--- config.mk ---
export PLATFORM = sky130hd
export DESIGN_NAME = hex_encoder_capture
export DESIGN_NICKNAME = d
export VERILOG_FILES = /design/src/rtl/hex_enc_pkg.sv /design/src/rtl/hex_encoder_capture_enc.sv /design/src/rtl/hex_encoder_capture.sv
export SDC_FILE = /design/constraint.sdc
export NUM_CORES = 1
export LEC_CHECK = 0
export CAP_MARGIN = 15
export CORE_MARGIN = 3
export CORE_UTILIZATION = 35
export CTS_CLUSTER_DIAMETER = 40
export CTS_CLUSTER_SIZE = 12
export DETAILED_ROUTE_END_ITERATION = 7
export GPL_TIMING_DRIVEN = 0
export PLACE_DENSITY = 0.58
export SYNTH_ARGS = -nofsm -noshare
export SYNTH_HDL_FRONTEND = slang
export SYNTH_SLANG_ARGS = --single-unit
--- constraint.sdc ---
create_clock -name clk -period 3.3 [get_ports clk]
set_input_delay 0.495 -clock clk [delete_from_list [all_inputs] [get_ports clk]]
set_output_delay 0.495 -clock clk [all_outputs]
set_load 0.01 [all_outputs]
--- src/rtl/hex_enc_pkg.sv ---
// Shared types and widths for the hex key encoder/capture block.
package hex_enc_pkg;

    localparam int unsigned HEX_W    = 4;
    localparam int unsigned ONEHOT_W = 16;

    typedef enum logic [1:0] {
        ST_IDLE     = 2'd0,
        ST_DEBOUNCE = 2'd1,
        ST_HELD     = 2'd2,
        ST_RELEASE  = 2'd3
    } state_t;

endpackage

--- src/rtl/hex_encoder_capture_enc.sv ---
// Combinational one-hot to hex encoder: highest set index plus a multi-hot flag.
module onehot_to_hex
    import hex_enc_pkg::*;
(
    input  logic [ONEHOT_W-1:0] onehot,
    output logic [HEX_W-1:0]    code,
    output logic                multi
);

    always_comb begin
        code = '0;
        for (int unsigned i = 0; i < ONEHOT_W; i++) begin
            if (onehot[i]) code = HEX_W'(i);
        end
        // Clearing the lowest set bit leaves something only if two or more were set.
        multi = (onehot & (onehot - ONEHOT_W'(1))) != '0;
    end

endmodule

--- src/rtl/hex_encoder_capture.sv ---
// Debounced hex key capture: synchronises 16 key lines, debounces, encodes.
// Optional macro HEX_ENC_PRIORITY_EN: multi-hot accepts report the highest key.
module hex_encoder_capture
    import hex_enc_pkg::*;
#(
    parameter int unsigned DEBOUNCE_CYCLES = 16
) (
    input  logic                clk,
    input  logic                rst,
    input  logic [ONEHOT_W-1:0] onehot_in,
    output logic [HEX_W-1:0]    hex_out,
    output logic                hex_valid,
    output logic                hex_err,
    output logic                key_held
);

    localparam int unsigned      CNT_W    = $clog2(DEBOUNCE_CYCLES + 1);
    localparam logic [CNT_W-1:0] CNT_ONE  = CNT_W'(1);
    localparam logic [CNT_W-1:0] CNT_LAST = CNT_W'(DEBOUNCE_CYCLES - 1);

    logic [ONEHOT_W-1:0] sync1, s;
    logic [ONEHOT_W-1:0] cand, cand_n;
    logic [CNT_W-1:0]    cnt, cnt_n;
    state_t              state, state_n;
    logic                accept;
    logic [HEX_W-1:0]    enc_code;
    logic                enc_multi;
    logic                take_valid, take_err;

    onehot_to_hex u_enc (
        .onehot (cand),
        .code   (enc_code),
        .multi  (enc_multi)
    );

    always_comb begin
        state_n = state;
        cand_n  = cand;
        cnt_n   = cnt;
        accept  = 1'b0;
        case (state)
            ST_IDLE: begin
                if (s != '0) begin
                    cand_n  = s;
                    cnt_n   = CNT_ONE;
                    state_n = ST_DEBOUNCE;
                end
            end
            ST_DEBOUNCE: begin
                if (s == '0) begin
                    state_n = ST_IDLE;
                end else if (s == cand) begin
                    if (cnt == CNT_LAST) begin
                        state_n = ST_HELD;
                        accept  = 1'b1;
                    end else begin
                        cnt_n = cnt + CNT_ONE;
                    end
                end else begin
                    cand_n = s;
                    cnt_n  = CNT_ONE;
                end
            end
            ST_HELD: begin
                if (s == '0) begin
                    cnt_n   = CNT_ONE;
                    state_n = ST_RELEASE;
                end
            end
            ST_RELEASE: begin
                if (s != '0) begin
                    state_n = ST_HELD;
                end else if (cnt == CNT_LAST) begin
                    state_n = ST_IDLE;
                end else begin
                    cnt_n = cnt + CNT_ONE;
                end
            end
            default: state_n = ST_IDLE;
        endcase
    end

`ifdef HEX_ENC_PRIORITY_EN
    assign take_valid = accept;
    assign take_err   = 1'b0;
`else
    assign take_valid = accept & ~enc_multi;
    assign take_err   = accept &  enc_multi;
`endif

    always_ff @(posedge clk) begin
        if (rst) begin
            sync1     <= '0;
            s         <= '0;
            state     <= ST_IDLE;
            cand      <= '0;
            cnt       <= '0;
            hex_out   <= '0;
            hex_valid <= 1'b0;
            hex_err   <= 1'b0;
            key_held  <= 1'b0;
        end else begin
            sync1     <= onehot_in;
            s         <= sync1;
            state     <= state_n;
            cand      <= cand_n;
            cnt       <= cnt_n;
            hex_valid <= take_valid;
            hex_err   <= take_err;
            if (take_valid) hex_out <= enc_code;
            // Registered from next state so it tracks HELD/RELEASE cycle-for-cycle.
            key_held  <= (state_n == ST_HELD) || (state_n == ST_RELEASE);
        end
    end

endmodule
==> results.md <==
| Item | Value |
|---|---|
| Starting DRT DRC Count | 88 |
| Count of flip-flops with a built-in enable after synthesis | 0 |
| Part of the Yosys area used for sequential elements | 0.4710 |
| First-pass GRT wire length | 8535 µm |
| Status | finished clean |
| Fmax | 0.4753 GHz |
| Area of the multi-input gates | 1264 µm² |
| Inserted Clock Buffers | 9 |
| Core area | 7292 µm² |
| Critical Path End Type | flip-flop |
| Drt via density | 4.747 |
| Actual transition at the worst max-transition pin | 0.6005 ns |
| Final Hold Viols | 0 |
| Filler Cells Inserted | 757 |
| Number of nets in the finished design | 318 |
| Sequential standard cell area | 1241 µm² |
| Deepest level of the CTS H-tree | 3 |
| Dpl hpwl | 3658 µm |
| Cells after Synth | 264 |
| Hold-critical path endpoint | s[7] |
| Fin crit period | 2.104 ns |
| DP Worst Slack | 1.120 ns |
| Worst Setup Path Type | reg2reg |
| Signed area change from the synthesized netlist to the final layout | 21.75% |
| Slew HR | 0.5983 |
| Netlist area before placement | 2635 µm² |
| Element type at the critical path start | flip-flop |
| Row count | 31 |
| Clock skew | 0.006132 ns |
| Dominant synthesized flop cell | sky130_fd_sc_hd__dfxtp_1 |
| Antenna diodes | 0 |
| Most common library cells after synthesis | sky130_fd_sc_hd__dfxtp_1 (62), sky130_fd_sc_hd__nor2b_1 (33), sky130_fd_sc_hd__nor2_1 (25) |
| Top-level port count | 25 |
| Worst R2R End | hex_out[0] |
| All-Layer GR Usage | 0.1284 |
| Initial DRT Pass Iterations | 4 |
| Post-synth net total | 283 |
| Die W | 92.77 µm |
| Number of cells on the worst hold path | 1 |
| Number of global-route vias before repair | 1821 |
| Logic depth of the worst register-to-register path | 7 |
| Post-synthesis area per instance | 9.981 µm² |
| Worst R2R Start | cand[12] |
| Final worst hold slack | 0.4341 ns |
| Largest area contributor in the synthesized netlist | sky130_fd_sc_hd__dfxtp_1 |
| Share of layout cells above drive strength 1 | 0.1447 |
| Hold/Removal Path Class | reg2reg |
| Max clock buf depth | 2 |
| Number of antenna violations at the first check in global routing | 0 |
| Yosys synthesis warning count | 0 |
| Drt total wl | 4900 µm |
| Final Worst Setup Slack | 1.196 ns |
| Max Slew Vio Count | 0 |
| Maximum number of pins on one net before global-route repair | 12 |
| Post-cts sizing count | 0 |
| Final setup vio count | 0 |
| Post-synthesis register bit count | 62 |
| Clk pin slew, worst setup/hold paths | 0.07 ns |
| Final ANT Viol Nets | 0 |
| TritonCTS clock tree | done |
| Worst EP required | 3.50 ns |
| Hold path startpoint | sync1[7] |
| CP max FO | 7 |
| Post-synthesis async set-or-reset flop share | 0 |
| Hold_buf cts | 0 |
| Number of port buffers | 24 |
| Unrepaired setup endpoints after global routing | no |
| Area share of the largest cell type after synthesis | 0.4710 |
| Routability congestion estimate from global placement | 0.8273 |
| Overflow after GRT | 0 |
| Most numerous cell in the Yosys netlist | sky130_fd_sc_hd__dfxtp_1 |
| Post-CTS setup buffer count | 0 |
| Vertical die dimension | 92.77 µm |
| Signal arrival time at the worst endpoint | 2.30 ns |
| Max-cap violations | 0 |
| Root buffer cell | sky130_fd_sc_hd__clkbuf_8 |
| Via count | 1913 |
| Reported leakage power | 1.366 nW |
| Number of unique standard cell types used by synthesis | 48 |
| Synth area leaders | sky130_fd_sc_hd__dfxtp_1 (47%), sky130_fd_sc_hd__nor2b_1 (7.8%), sky130_fd_sc_hd__mux2i_1 (6.5%) |
| Die Footprint | 8605 µm² |
| DRC violation count after routing | 0 |
| Worst reg-to-reg setup slack | 1.20 ns |
| Cell Pwr Density | 518.6 nW/µm² |
| Avg WL per Cell | 12.16 µm |
| Skew-Pair Late Insertion Delay | 0.33 ns |
| TNS Setup | 0 ns |
| Period utilization | 0.6376 |
| # clock sinks | 62 |
| Initial cell density of the core | 0.3614 |
| Max VDD drop | 0.0002563 V |
## kinds of logic after synthesis
group	Yosys count	synth area share
AND/OR/NAND/NOR	106	0.2417
flip-flops	62	0.4710
AO/OA/AOI/OAI	35	0.1045
buffers and inverters	24	0.04938
XOR/XNOR	17	0.05650
multiplexers	17	0.06458
adder cells (fa/ha/maj)	3	0.01235
## per-stage QoR
step                      cell area (µm²)  total power, mW  std cells    util
after floorplan                      2635           0.9560        264       -
after global placement               2999            1.008        387  0.4113
after detailed placement             2999            1.010        387  0.4113
after CTS                            3208            1.689        403  0.4399
after global routing                 3208            1.742        403  0.4399
final                                3208            1.664        403  0.4399
## layout by cell type (no fill, tap or decap), types with 3 or more instances in the layout
| master | instances |
|---|---|
| sky130_fd_sc_hd__nand2_1 | 9 |
| sky130_fd_sc_hd__nor2_1 | 25 |
| sky130_fd_sc_hd__dfxtp_1 | 62 |
| sky130_fd_sc_hd__clkdlybuf4s50_1 | 24 |
| sky130_fd_sc_hd__nor4_2 | 7 |
| sky130_fd_sc_hd__clkbuf_1 | 8 |
| sky130_fd_sc_hd__nor2b_1 | 33 |
| sky130_fd_sc_hd__o31ai_1 | 3 |
| sky130_fd_sc_hd__a21oi_1 | 10 |
| sky130_fd_sc_hd__inv_1 | 5 |
| sky130_fd_sc_hd__mux2i_1 | 17 |
| sky130_fd_sc_hd__buf_6 | 4 |
| sky130_fd_sc_hd__nor3_1 | 8 |
| sky130_fd_sc_hd__nor4_1 | 4 |
| sky130_fd_sc_hd__nand4_1 | 6 |
| sky130_fd_sc_hd__xor2_1 | 17 |
| sky130_fd_sc_hd__clkinvlp_4 | 3 |
| sky130_fd_sc_hd__clkbuf_8 | 11 |
| sky130_fd_sc_hd__buf_2 | 5 |
## where the power goes
group	internal, mW	switching, mW	total [mW]
sequential	0.776	0.0177	0.794
clock	0.388	0.285	0.673
combinational	0.0974	0.0998	0.197
total	1.26	0.402	1.66
## area by class of cell
| class | count | share of cell area |
|---|---|---|
| multi-input combinational | 178 | 0.3939 |
| inverter | 5 | 0.005850 |
| clock inverter | 5 | 0.01794 |
| clock buffer | 11 | 0.04719 |
| timing repair buffer | 24 | 0.07488 |
| buffer | 19 | 0.03471 |
| tap | 99 | 0.03861 |
| sequential | 62 | 0.3869 |
## flip-flops by register name, summed over array words and instances (netlist names)
name,count
key_held,1
hex_err,1
cnt,5
cand,16
s,16
sync1,16
hex_out,4
state,2
hex_valid,1
## worst max-delay path by stage
stage                     startpoint  cells after the start  slack (ns)         end
after floorplan               cnt[0]                      7        1.45  hex_out[0]
after global placement           rst                      4        1.13     cand[4]
after detailed placement         rst                      4        1.12     cand[0]
after CTS                   cand[12]                      7        1.19  hex_out[0]
after global routing        cand[12]                      9        1.00    cand[10]
final                       cand[12]                      7        1.20  hex_out[0]
## metal layers
layer	global-route usage	up-vias	routed length, µm
li1	-	985	-
met1	0.1545	878	2253
met2	0.2016	37	2293
met3	0.03168	13	182
met4	0.08547	0	170
met5	0	-	0
## critical path, stage by stage (launching register included)
cell and delay [ns]:
sky130_fd_sc_hd__dfxtp_1 0.31, sky130_fd_sc_hd__clkbuf_1 0.31, sky130_fd_sc_hd__xor2_1 0.14, sky130_fd_sc_hd__nor4_2 0.25, sky130_fd_sc_hd__nand4_2 0.22, sky130_fd_sc_hd__or3_4 0.45, sky130_fd_sc_hd__nor2_4 0.18, sky130_fd_sc_hd__a311oi_2 0.11
Power figures use the tool's default switching activity.
